`config.mk`:
```
export PLATFORM = sky130hd
export DESIGN_NAME = regfile_wb_arbiter
export DESIGN_NICKNAME = d
export VERILOG_FILES = /design/src/rtl/regfile_wb_arbiter.sv
export SDC_FILE = /design/constraint.sdc
export NUM_CORES = 1
export LEC_CHECK = 0
export BUFFER_PORTS_ARGS = -buffer_cell sky130_fd_sc_hd__buf_2
export CAP_MARGIN = 40
export CORE_MARGIN = 4
export CORE_UTILIZATION = 30
export DETAILED_ROUTE_END_ITERATION = 8
export GPL_TIMING_DRIVEN = 1
export HOLD_SLACK_MARGIN = 0.12
export MAX_ROUTING_LAYER = met4
export SETUP_SLACK_MARGIN = 0.1
export SYNTH_ARGS = -nofsm -noshare
export SYNTH_HDL_FRONTEND = slang
export SYNTH_SLANG_ARGS = --single-unit
```
`constraint.sdc`:
```
create_clock -name clk -period 4.2 [get_ports clk]
set_input_delay 0.21 -clock clk [delete_from_list [all_inputs] [get_ports clk]]
set_output_delay 0.21 -clock clk [all_outputs]
set_load 0.005 [all_outputs]
```
`src/rtl/regfile_wb_arbiter.sv`:
```
// Round-robin write-port arbiter for the integer register file.
// Picks one writeback source per cycle, registers its write and drops writes to x0.
module regfile_wb_arbiter #(
  parameter int unsigned NREQ = 3,
  parameter int unsigned AW   = 5,
  parameter int unsigned DW   = 32
) (
  input  logic               clk,
  input  logic               reset,
  input  logic [NREQ-1:0]    req_valid,
  output logic [NREQ-1:0]    req_ready,
  input  logic [NREQ*AW-1:0] req_addr,
  input  logic [NREQ*DW-1:0] req_data,
  input  logic [NREQ-1:0]    req_lock,
  output logic [AW-1:0]      addr_p2,
  output logic               we_p2,
  output logic [DW-1:0]      din_p2,
  output logic [2:0]         grant_id,
  output logic               wr_x0_drop,
  output logic [15:0]        wr_count
);

  localparam int unsigned PW = (NREQ > 1) ? $clog2(NREQ) : 1;
  localparam int unsigned CW = 16;

  logic [PW-1:0] ptr_q,  ptr_d;
  logic [AW-1:0] addr_q, addr_d;
  logic [DW-1:0] data_q, data_d;
  logic          we_q,   we_d;
  logic          drop_q, drop_d;
  logic [2:0]    gid_q,  gid_d;
  logic [CW-1:0] cnt_q,  cnt_d;

  logic [AW-1:0] addr_arr [NREQ];
  logic [DW-1:0] data_arr [NREQ];
  logic          any_c;
  logic          accept_c;
  logic [PW-1:0] win_c;
  logic [PW:0]   cand_c;

  // Split the flat request buses into per-requester fields.
  always_comb begin
    for (int i = 0; i < NREQ; i++) begin
      addr_arr[i] = req_addr[i*AW +: AW];
      data_arr[i] = req_data[i*DW +: DW];
    end
  end

  // First valid requester scanning from ptr upward, modulo NREQ.
  always_comb begin
    any_c  = 1'b0;
    win_c  = '0;
    cand_c = '0;
    for (int k = 0; k < NREQ; k++) begin
      cand_c = (PW+1)'(ptr_q) + (PW+1)'(k);
      if (cand_c >= (PW+1)'(NREQ)) begin
        cand_c = cand_c - (PW+1)'(NREQ);
      end
      if (!any_c && req_valid[cand_c[PW-1:0]]) begin
        any_c = 1'b1;
        win_c = cand_c[PW-1:0];
      end
    end
  end

  // Reset masks the grant so nothing is accepted during the reset cycle.
  always_comb begin
    accept_c  = any_c && !reset;
    req_ready = '0;
    if (accept_c) begin
      req_ready[win_c] = 1'b1;
    end
  end

  always_comb begin
    ptr_d  = ptr_q;
    addr_d = addr_q;
    data_d = data_q;
    gid_d  = gid_q;
    cnt_d  = cnt_q;
    we_d   = 1'b0;
    drop_d = 1'b0;
    if (accept_c) begin
      addr_d = addr_arr[win_c];
      data_d = data_arr[win_c];
      gid_d  = 3'(win_c);
      if (req_lock[win_c]) begin
        ptr_d = win_c;
      end else if (win_c == PW'(NREQ - 1)) begin
        ptr_d = '0;
      end else begin
        ptr_d = win_c + PW'(1);
      end
      // x0 is hardwired to zero: the write is consumed but never reaches the file.
      if (addr_arr[win_c] != '0) begin
        we_d  = 1'b1;
        cnt_d = cnt_q + CW'(1);
      end else begin
        drop_d = 1'b1;
      end
    end
  end

  always_ff @(posedge clk) begin
    if (reset) begin
      ptr_q  <= '0;
      addr_q <= '0;
      data_q <= '0;
      we_q   <= 1'b0;
      drop_q <= 1'b0;
      gid_q  <= '0;
      cnt_q  <= '0;
    end else begin
      ptr_q  <= ptr_d;
      addr_q <= addr_d;
      data_q <= data_d;
      we_q   <= we_d;
      drop_q <= drop_d;
      gid_q  <= gid_d;
      cnt_q  <= cnt_d;
    end
  end

  assign addr_p2    = addr_q;
  assign din_p2     = data_q;
  assign we_p2      = we_q;
  assign wr_x0_drop = drop_q;
  assign grant_id   = gid_q;
  assign wr_count   = cnt_q;

endmodule

```
==> metrics.txt, run 1 <==
# TYPE chip_impl_metric gauge
chip_impl_info{name="cp-endpoint",value="req_ready[0]"} 1
chip_impl_metric{name="drt_first_iter_violations",unit=""} 132
chip_impl_metric{name="finalClockSkew",unit="ps"} 11.1
chip_impl_metric{name="globalplace.congestion",unit=""} 0.878
chip_impl_metric{name="setup_viol_count_final",unit=""} 0
chip_impl_info{name="cts_tree",value="yes"} 1
chip_impl_info{name="holdCritPathClass",value="primary input to flip-flop"} 1
chip_impl_metric{name="netlist-cell-type-count",unit=""} 55
chip_impl_info{name="critical_path.slowest_cell",value="sky130_fd_sc_hd__nor3_1"} 1
chip_impl_metric{name="total_power",unit="uW"} 2940
chip_impl_metric{name="start_util",unit="%"} 30.8
chip_impl_metric{name="timing.critical_path.arrival",unit="ps"} 3220
chip_impl_info{name="timing.critical_path.to_type",value="output port"} 1
chip_impl_info{name="rr_endpoint",value="wr_count[8]"} 1
chip_impl_metric{name="clkLatencyLatePin",unit="ps"} 330
chip_impl_metric{name="drt_pre_antenna_iters",unit=""} 4
chip_impl_metric{name="drive_above_1_share",unit="%"} 38.9
chip_impl_info{name="cp-startpoint",value="ptr_q[0]"} 1
chip_impl_metric{name="ys_seq_elements",unit=""} 59
chip_impl_info{name="final_cell_mix",value="178 x sky130_fd_sc_hd__buf_2, 59 x sky130_fd_sc_hd__dfxtp_1, 42 x sky130_fd_sc_hd__o21ai_0"} 1
chip_impl_metric{name="largest_net_degree_at_the_start_of_global_routing",unit=""} 47
chip_impl_metric{name="leakage",unit="uW"} 0.00220
chip_impl_metric{name="synth_nets",unit=""} 509
chip_impl_metric{name="synth_sequential_area_ratio",unit="%"} 35.2
chip_impl_metric{name="postCtsSetupBuffers",unit=""} 0
chip_impl_metric{name="nNetsFinal",unit=""} 682
chip_impl_metric{name="global_route_wire_length_before_repair",unit="um"} 17500
chip_impl_metric{name="max_cap_violations",unit=""} 0
chip_impl_info{name="ys_dominant_reg_cell",value="sky130_fd_sc_hd__dfxtp_1"} 1
chip_impl_metric{name="timing_max_transition_violations_final",unit=""} 0
chip_impl_metric{name="worstSetupPathDepth",unit=""} 8
chip_impl_metric{name="worst_slew_pin_slew",unit="ps"} 686
chip_impl_metric{name="htreeDepth",unit=""} 3
chip_impl_info{name="setup.worst_path.start_class",value="flip-flop"} 1
chip_impl_metric{name="drtAntennaViolNets",unit=""} 0
chip_impl_info{name="grt_setup_unrepaired",value="no"} 1
chip_impl_metric{name="fin_tns_setup",unit="ps"} 0
chip_impl_metric{name="cts_buffers",unit=""} 9
chip_impl_metric{name="netlist_instances",unit=""} 385
chip_impl_metric{name="cts_sinks",unit=""} 59
chip_impl_metric{name="reg2reg_depth",unit=""} 10
chip_impl_info{name="timing.critical_path.max_delay_family",value="simple AND/OR/NAND/NOR gates"} 1
chip_impl_metric{name="power_density",unit="nW/um2"} 631
chip_impl_metric{name="grt-ovfl-total",unit=""} 0
chip_impl_metric{name="slew_headroom",unit="%"} 53.9
chip_impl_info{name="layout_commonest_cell",value="sky130_fd_sc_hd__buf_2"} 1
chip_impl_info{name="worstPathCellList",value="inv_1 -> ha_1 -> mux2i_1 -> o22ai_1 -> nor3_1 -> nor2_2 -> and3_1 -> buf_2"} 1
chip_impl_metric{name="syn_area",unit="um2"} 3350
chip_impl_info{name="root_buffer",value="sky130_fd_sc_hd__clkbuf_8"} 1
chip_impl_metric{name="wire_per_inst",unit="um"} 15.6
chip_impl_metric{name="globalRouteTotalUtil",unit="%"} 17.1
chip_impl_metric{name="synth_edf_count",unit=""} 0
chip_impl_metric{name="row_count",unit=""} 38
chip_impl_metric{name="drt-total-wl",unit="um"} 11000
chip_impl_metric{name="maximum_vdd_drop",unit="uV"} 242
chip_impl_metric{name="reg2reg_slack",unit="ps"} 810
chip_impl_metric{name="fmaxAchievable",unit="MHz"} 292
chip_impl_metric{name="yosys_warnings",unit=""} 0
chip_impl_metric{name="first_global_vias",unit=""} 3667
chip_impl_metric{name="final_min_period_over_clock_period",unit="%"} 81.6
chip_impl_metric{name="drcViolationCount",unit=""} 0
chip_impl_metric{name="core_area",unit="um2"} 10900
chip_impl_metric{name="synth.avg_cell_area",unit="um2"} 8.71
chip_impl_metric{name="initial_antenna_violation_count",unit=""} 2
chip_impl_metric{name="synthToLayoutAreaGrowth",unit="%"} 39.0
chip_impl_metric{name="async_reset_ff_share",unit="%"} 0
chip_impl_metric{name="worst-path-max-fanout",unit=""} 14
chip_impl_metric{name="cts.repair.resized",unit=""} 0
chip_impl_metric{name="cp_data_required_time",unit="ps"} 3990
chip_impl_info{name="critical_path.reg2reg.startpoint",value="ptr_q[0]"} 1
chip_impl_metric{name="cts.reportedPaths.clkPinSlew",unit="ps"} 70
chip_impl_metric{name="delay_of_the_slowest_critical_path_stage",unit="ps"} 630
chip_impl_info{name="worst-setup-path-type",value="flip-flop to output port"} 1
chip_impl_metric{name="clock_path_buffers",unit=""} 2
chip_impl_metric{name="vias",unit=""} 3673
chip_impl_metric{name="fp.dieArea",unit="um2"} 12900
chip_impl_metric{name="top_level_ports",unit=""} 180
chip_impl_metric{name="io_buffer_count",unit=""} 178
chip_impl_metric{name="dpl_worst_slack",unit="ps"} 861
chip_impl_metric{name="viasPerCell",unit=""} 5.21
chip_impl_metric{name="hold_violations",unit=""} 0
chip_impl_metric{name="worst-path-buf-inv",unit=""} 2
chip_impl_metric{name="cts-hold-fix-buffers",unit=""} 6
chip_impl_metric{name="place_hpwl",unit="um"} 8610
chip_impl_metric{name="min_period",unit="ps"} 3430
chip_impl_metric{name="die_width",unit="um"} 114
chip_impl_metric{name="final.setup.worst_slack",unit="ps"} 773
chip_impl_metric{name="die_height",unit="um"} 114
chip_impl_info{name="outcome",value="completed"} 1
area by class of cell:
class                   instances  area [um2]
clock inverters                 3        68.8
multi-input cells             293        2030
fillers                      1131        6230
clock buffers                  13         169
inverters                       5        18.8
diodes                          2        5.00
repair buffers                190        1010
flip-flops and latches         59        1180
well taps                     140         175
state kept, by name, summed over array words and instances, names as in the netlist:
name	flops
din_p2	32
ptr_q	2
we_p2	1
wr_x0_drop	1
grant_id	2
wr_count	16
addr_p2	5
synth_stat cells (3+ instances only):
cell type,n,area (um2)
sky130_fd_sc_hd__a211oi_1,3,22.5
sky130_fd_sc_hd__nor2b_1,4,25.0
sky130_fd_sc_hd__or4_1,5,37.5
sky130_fd_sc_hd__or3_1,5,31.3
sky130_fd_sc_hd__a21o_1,3,22.5
sky130_fd_sc_hd__buf_4,5,37.5
sky130_fd_sc_hd__o21ai_0,42,210
sky130_fd_sc_hd__nand2b_1,4,25.0
sky130_fd_sc_hd__and3_1,5,31.3
sky130_fd_sc_hd__dfxtp_1,59,1180
sky130_fd_sc_hd__buf_1,4,15.0
sky130_fd_sc_hd__o21ai_1,5,25.0
sky130_fd_sc_hd__clkbuf_1,16,60.1
sky130_fd_sc_hd__a22o_1,28,245
sky130_fd_sc_hd__nand3_1,8,40.0
sky130_fd_sc_hd__a21oi_1,19,95.1
sky130_fd_sc_hd__mux2_4,3,45.0
sky130_fd_sc_hd__a22oi_1,15,113
sky130_fd_sc_hd__nand4_1,5,31.3
sky130_fd_sc_hd__nand2_1,40,150
sky130_fd_sc_hd__nor2_1,8,30.0
sky130_fd_sc_hd__or2_2,3,18.8
sky130_fd_sc_hd__ha_1,5,62.6
sky130_fd_sc_hd__o31ai_1,9,67.6
sky130_fd_sc_hd__nand3b_1,4,30.0
sky130_fd_sc_hd__o211ai_1,5,37.5
sky130_fd_sc_hd__inv_1,5,18.8
sky130_fd_sc_hd__mux2i_1,31,310
worst min-delay path by stage:
stage | cells after the start | slack, ps | start | endpoint
floorplan | 2 | 350 | req_data[12] | din_p2[12]
global placement | 1 | 430 | grant_id[0] | grant_id[0]
detailed placement | 1 | 440 | addr_p2[3] | addr_p2[3]
CTS | 3 | 120 | req_data[29] | din_p2[29]
global route | 3 | 140 | req_data[29] | din_p2[29]
finish | 3 | 140 | req_data[29] | din_p2[29]
power breakdown:
group | switching [uW] | total (uW) | internal (uW)
clock network | 227 | 611 | 384
logic | 819 | 1470 | 652
registers | 103 | 857 | 754
total | 1150 | 2940 | 1790
metrics by stage:
stage	util [%]	instances	hold slack, ps	area, um2
finish	42.8	705	139	4660
global route	42.8	705	141	4660
CTS	42.7	703	120	4650
detailed placement	40.0	681	439	4360
global placement	39.8	680	430	4340
floorplan	-	385	355	3350
worst register-to-register path: stages (launching register included):
cell and delay [ps]:
sky130_fd_sc_hd__dfxtp_1 370, sky130_fd_sc_hd__inv_1 80, sky130_fd_sc_hd__ha_1 470, sky130_fd_sc_hd__mux2i_1 180
sky130_fd_sc_hd__o22ai_1 470, sky130_fd_sc_hd__nor3_1 240, sky130_fd_sc_hd__nor2_2 460, sky130_fd_sc_hd__and3_1 320
sky130_fd_sc_hd__nand3_1 150, sky130_fd_sc_hd__or4_1 420, sky130_fd_sc_hd__a21oi_1 160
cell families after synthesis:
kind of cell               Yosys count  synth area share, %
other                                1                0.112
muxes                               35                 10.9
DFF                                 59                 35.2
adders and majority gates            5                 1.87
buffers and inverters               33                 4.55
and+or+nand+nor                    104                 16.2
xor gates and xnor gates             1                0.261
AOI/OAI and AO/OA                  147                 30.8
metal layers:
layer,wire length (um),track usage [%],up-vias
met5,0,-,-
met2,5330,27.6,117
met4,222,5.13,0
met1,4840,20.8,1721
li1,-,-,1818
met3,616,4.51,17
Note: power is estimated with default switching activity, not from simulation.
==> run 2: changes to the inputs <==
ABC_AREA = 1   (was not set)
clock period = 2.8 ns   (was 4.2 ns; I/O delays follow)
==> run 2 against run 1 <==
Compared with the run above:
- global-route usage grew 4.9 points
- first-iteration DRC count is 110% higher
- total power rose by 95%
- critical path depth up 7
- critical endpoint is now wr_count[9]
==> metrics.txt, run 2 <==
# TYPE chip_impl_metric gauge
chip_impl_metric{name="top_level_ports",unit=""} 180
chip_impl_metric{name="drt_first_iter_violations",unit=""} 278
chip_impl_metric{name="die_width",unit="um"} 112
chip_impl_metric{name="worst-path-max-fanout",unit=""} 21
chip_impl_metric{name="synth_nets",unit=""} 610
chip_impl_metric{name="finish.instance_area",unit="um2"} 5540
chip_impl_metric{name="inst_count_dp",unit=""} 779
chip_impl_metric{name="largest_net_degree_at_the_start_of_global_routing",unit=""} 54
chip_impl_metric{name="cts.reportedPaths.clkPinSlew",unit="ps"} 70
chip_impl_metric{name="io_buffer_count",unit=""} 178
chip_impl_info{name="worst-setup-path-type",value="flip-flop to flip-flop"} 1
chip_impl_metric{name="nNetsFinal",unit=""} 881
chip_impl_metric{name="wire_per_inst",unit="um"} 15.7
chip_impl_metric{name="dpl-instance-area",unit="um2"} 4260
chip_impl_metric{name="clkLatencyLatePin",unit="ps"} 330
chip_impl_metric{name="clock_path_buffers",unit=""} 2
chip_impl_info{name="critical_path.reg2reg.startpoint",value="ptr_q[1]"} 1
chip_impl_metric{name="post_synth_and_or_nand_nor_area_fraction",unit="%"} 32.2
chip_impl_metric{name="final.setup.worst_slack",unit="ps"} 305
chip_impl_metric{name="viasPerCell",unit=""} 5.24
chip_impl_info{name="timing.critical_path.to_type",value="flip-flop"} 1
chip_impl_metric{name="synthDominantCellAreaShare",unit="%"} 36.1
chip_impl_metric{name="ys_seq_elements",unit=""} 59
chip_impl_metric{name="timing.critical_path.arrival",unit="ps"} 2720
chip_impl_metric{name="fmaxAchievable",unit="MHz"} 401
chip_impl_metric{name="maximum_vdd_drop",unit="uV"} 499
chip_impl_metric{name="power_density",unit="nW/um2"} 1030
chip_impl_metric{name="die_height",unit="um"} 112
chip_impl_metric{name="dpl_worst_slack",unit="ps"} 95.9
chip_impl_metric{name="syn_area",unit="um2"} 3270
chip_impl_metric{name="max_cap_violations",unit=""} 0
chip_impl_metric{name="setup_viol_count_final",unit=""} 0
chip_impl_metric{name="antenna_cells",unit=""} 0
chip_impl_metric{name="hold_violations",unit=""} 0
chip_impl_metric{name="final_min_period_over_clock_period",unit="%"} 89.1
chip_impl_metric{name="netlist_instances",unit=""} 486
chip_impl_metric{name="drtAntennaViolNets",unit=""} 0
chip_impl_metric{name="synth_edf_count",unit=""} 0
chip_impl_metric{name="reg2reg_slack",unit="ps"} 310
chip_impl_metric{name="non_filler_instance_count_after_layout",unit=""} 898
chip_impl_metric{name="slew_headroom",unit="%"} 65.1
chip_impl_metric{name="synthToLayoutAreaGrowth",unit="%"} 69.3
chip_impl_info{name="cp-endpoint",value="wr_count[9]"} 1
chip_impl_metric{name="leakage",unit="uW"} 0.00261
chip_impl_metric{name="place_hpwl",unit="um"} 8480
chip_impl_info{name="synth.top_cells.by_area",value="sky130_fd_sc_hd__dfxtp_1 36%, sky130_fd_sc_hd__nand2_1 12%, sky130_fd_sc_hd__nand3_1 10%"} 1
chip_impl_metric{name="total_power",unit="uW"} 5720
chip_impl_metric{name="min_period",unit="ps"} 2490
chip_impl_metric{name="finalClockSkew",unit="ps"} 10.8
chip_impl_info{name="holdCritPathClass",value="primary input to flip-flop"} 1
chip_impl_metric{name="fin_tns_setup",unit="ps"} 0
chip_impl_metric{name="row_count",unit=""} 37
chip_impl_metric{name="yosys_warnings",unit=""} 0
chip_impl_info{name="ys_dominant_reg_cell",value="sky130_fd_sc_hd__dfxtp_1"} 1
chip_impl_metric{name="synth-xor-area-share",unit="%"} 0
chip_impl_metric{name="start_util",unit="%"} 31.3
chip_impl_info{name="synth.most_common_cell",value="sky130_fd_sc_hd__nand2_1"} 1
chip_impl_info{name="synth.cells.most_frequent",value="102 x sky130_fd_sc_hd__nand2_1, 68 x sky130_fd_sc_hd__nand3_1, 59 x sky130_fd_sc_hd__dfxtp_1"} 1
chip_impl_metric{name="reg2reg_depth",unit=""} 15
chip_impl_info{name="final_cell_mix",value="178 x sky130_fd_sc_hd__buf_2, 99 x sky130_fd_sc_hd__nand2_1, 98 x sky130_fd_sc_hd__dlygate4sd3_1"} 1
chip_impl_metric{name="first_global_vias",unit=""} 4633
chip_impl_metric{name="grt-ovfl-total",unit=""} 0
chip_impl_metric{name="synth.avg_cell_area",unit="um2"} 6.73
chip_impl_info{name="setup.worst_path.start_class",value="flip-flop"} 1
chip_impl_metric{name="drt_pre_antenna_iters",unit=""} 5
chip_impl_metric{name="compound_gate_portion_of_the_synthesized_area",unit="%"} 21.0
chip_impl_metric{name="core_area",unit="um2"} 10500
chip_impl_metric{name="largest_register_ff_count",unit=""} 32
chip_impl_metric{name="synth_sequential_area_ratio",unit="%"} 36.1
chip_impl_metric{name="htreeDepth",unit=""} 3
chip_impl_info{name="cp-startpoint",value="ptr_q[1]"} 1
chip_impl_metric{name="netlist-cell-type-count",unit=""} 32
chip_impl_info{name="root_buffer",value="sky130_fd_sc_hd__clkbuf_8"} 1
chip_impl_metric{name="drive_above_1_share",unit="%"} 32.2
chip_impl_metric{name="worst_slew_pin_slew",unit="ps"} 523
chip_impl_metric{name="vias",unit=""} 4710
chip_impl_metric{name="fp.dieArea",unit="um2"} 12600
chip_impl_info{name="synth.largest_area_cell",value="sky130_fd_sc_hd__dfxtp_1"} 1
chip_impl_metric{name="cts_sinks",unit=""} 59
chip_impl_metric{name="global_route_wire_length_before_repair",unit="um"} 22300
chip_impl_info{name="outcome",value="completed"} 1
chip_impl_metric{name="drcViolationCount",unit=""} 0
chip_impl_metric{name="yosys.area_share.adder",unit="%"} 1.91
chip_impl_metric{name="cp_data_required_time",unit="ps"} 3030
chip_impl_metric{name="globalRouteTotalUtil",unit="%"} 22.0
chip_impl_metric{name="initial_antenna_violation_count",unit=""} 0
chip_impl_metric{name="cts_buffers",unit=""} 9
chip_impl_metric{name="drt-total-wl",unit="um"} 14100
chip_impl_metric{name="timing_max_transition_violations_final",unit=""} 0
chip_impl_info{name="grt_setup_unrepaired",value="no"} 1
chip_impl_info{name="rr_endpoint",value="wr_count[9]"} 1
chip_impl_info{name="dominant_combinational_cell_family_by_area_after_synthesis",value="simple AND/OR/NAND/NOR gates"} 1
chip_impl_info{name="cts_tree",value="yes"} 1
chip_impl_info{name="layout_commonest_cell",value="sky130_fd_sc_hd__buf_2"} 1
chip_impl_metric{name="muxShareOfSynthArea",unit="%"} 0
chip_impl_metric{name="globalplace.congestion",unit=""} 0.866
chip_impl_metric{name="async_reset_ff_share",unit="%"} 0
==> run 2: cell count changes after synthesis, sizes merged, moves of 26 or more <==
cell / change
inv: +26
a21oi: +32
a22o: -28
a31oi: +31
nand3: +67
nand2: +65
nor2: +31
mux2i: -31
==> run 2: through the flow <==
stage | utilization (%) | hold WS (ps)
5_1_grt | 53.0 | 142
3_3_place_gp | 40.7 | 330
4_1_cts | 52.0 | 126
6_report | 53.0 | 154
3_5_place_dp | 40.7 | 327
2_1_floorplan | - | 212
==> run 2: layout make-up <==
cell class	instances	area [um2]
fillers	1008	4920
multi-input cells	365	1880
clock inverters	5	52.6
flip-flops and latches	59	1180
repair buffers	290	1990
clock buffers	11	141
inverters	32	120
well taps	136	170
==> run 2: power breakdown <==
group | leakage [uW] | switching [uW] | internal, uW
Clock | 0.0000991 | 356 | 431
Combinational | 0.00202 | 2350 | 1290
Sequential | 0.000490 | 166 | 1130
Total | 0.00261 | 2870 | 2850
==> run 2: what timing repair did <==
item,4_1_cts,5_1_grt
gates cloned,0,1
pin swaps,0,2
endpoints found under the hold margin,35,0
hold buffers,98,0
buffers inserted,0,4
resized for setup,1,15
setup endpoints to repair,7,54
==> run 2: kinds of logic after synthesis <==
group / count (synthesis)
AND/OR/NAND/NOR: 231
AO/OA/AOI/OAI: 127
buffers and inverters: 63
flip-flops: 59
adder cells (fa/ha/maj): 5
other: 1
==> run 2: worst min-delay path by stage <==
stage	startpoint	end	slack, ps	cells after the start
finish	req_data[48]	din_p2[16]	150	3
global route	req_data[48]	din_p2[16]	140	3
CTS	req_data[48]	din_p2[16]	130	3
detailed placement	reset	grant_id[0]	330	2
global placement	reset	grant_id[0]	330	2
floorplan	reset	grant_id[0]	210	1
==> run 2: routing by layer <==
| metal | wire length [um] | share of wire [%] | track usage [%] |
|---|---|---|---|
| met5 | 0 | 0 | - |
| met3 | 1460 | 10 | 5.93 |
| met2 | 6600 | 47 | 34.9 |
| met1 | 5580 | 40 | 26.4 |
| met4 | 458 | 3.2 | 8.89 |
==> run 2: critical path: stages (launching register included) <==
cell and delay (ps):
sky130_fd_sc_hd__dfxtp_2 360, sky130_fd_sc_hd__inv_1 100, sky130_fd_sc_hd__ha_1 240, sky130_fd_sc_hd__o21ai_2 210, sky130_fd_sc_hd__nand2_2 140, sky130_fd_sc_hd__nand3_1 140, sky130_fd_sc_hd__nand2_1 70, sky130_fd_sc_hd__nor2_2 300
sky130_fd_sc_hd__nand3_1 130, sky130_fd_sc_hd__nand3_1 160, sky130_fd_sc_hd__nor2_4 70, sky130_fd_sc_hd__nand3_4 110, sky130_fd_sc_hd__buf_12 170, sky130_fd_sc_hd__nand3_1 70, sky130_fd_sc_hd__nand2_1 70, sky130_fd_sc_hd__nor2_1 40
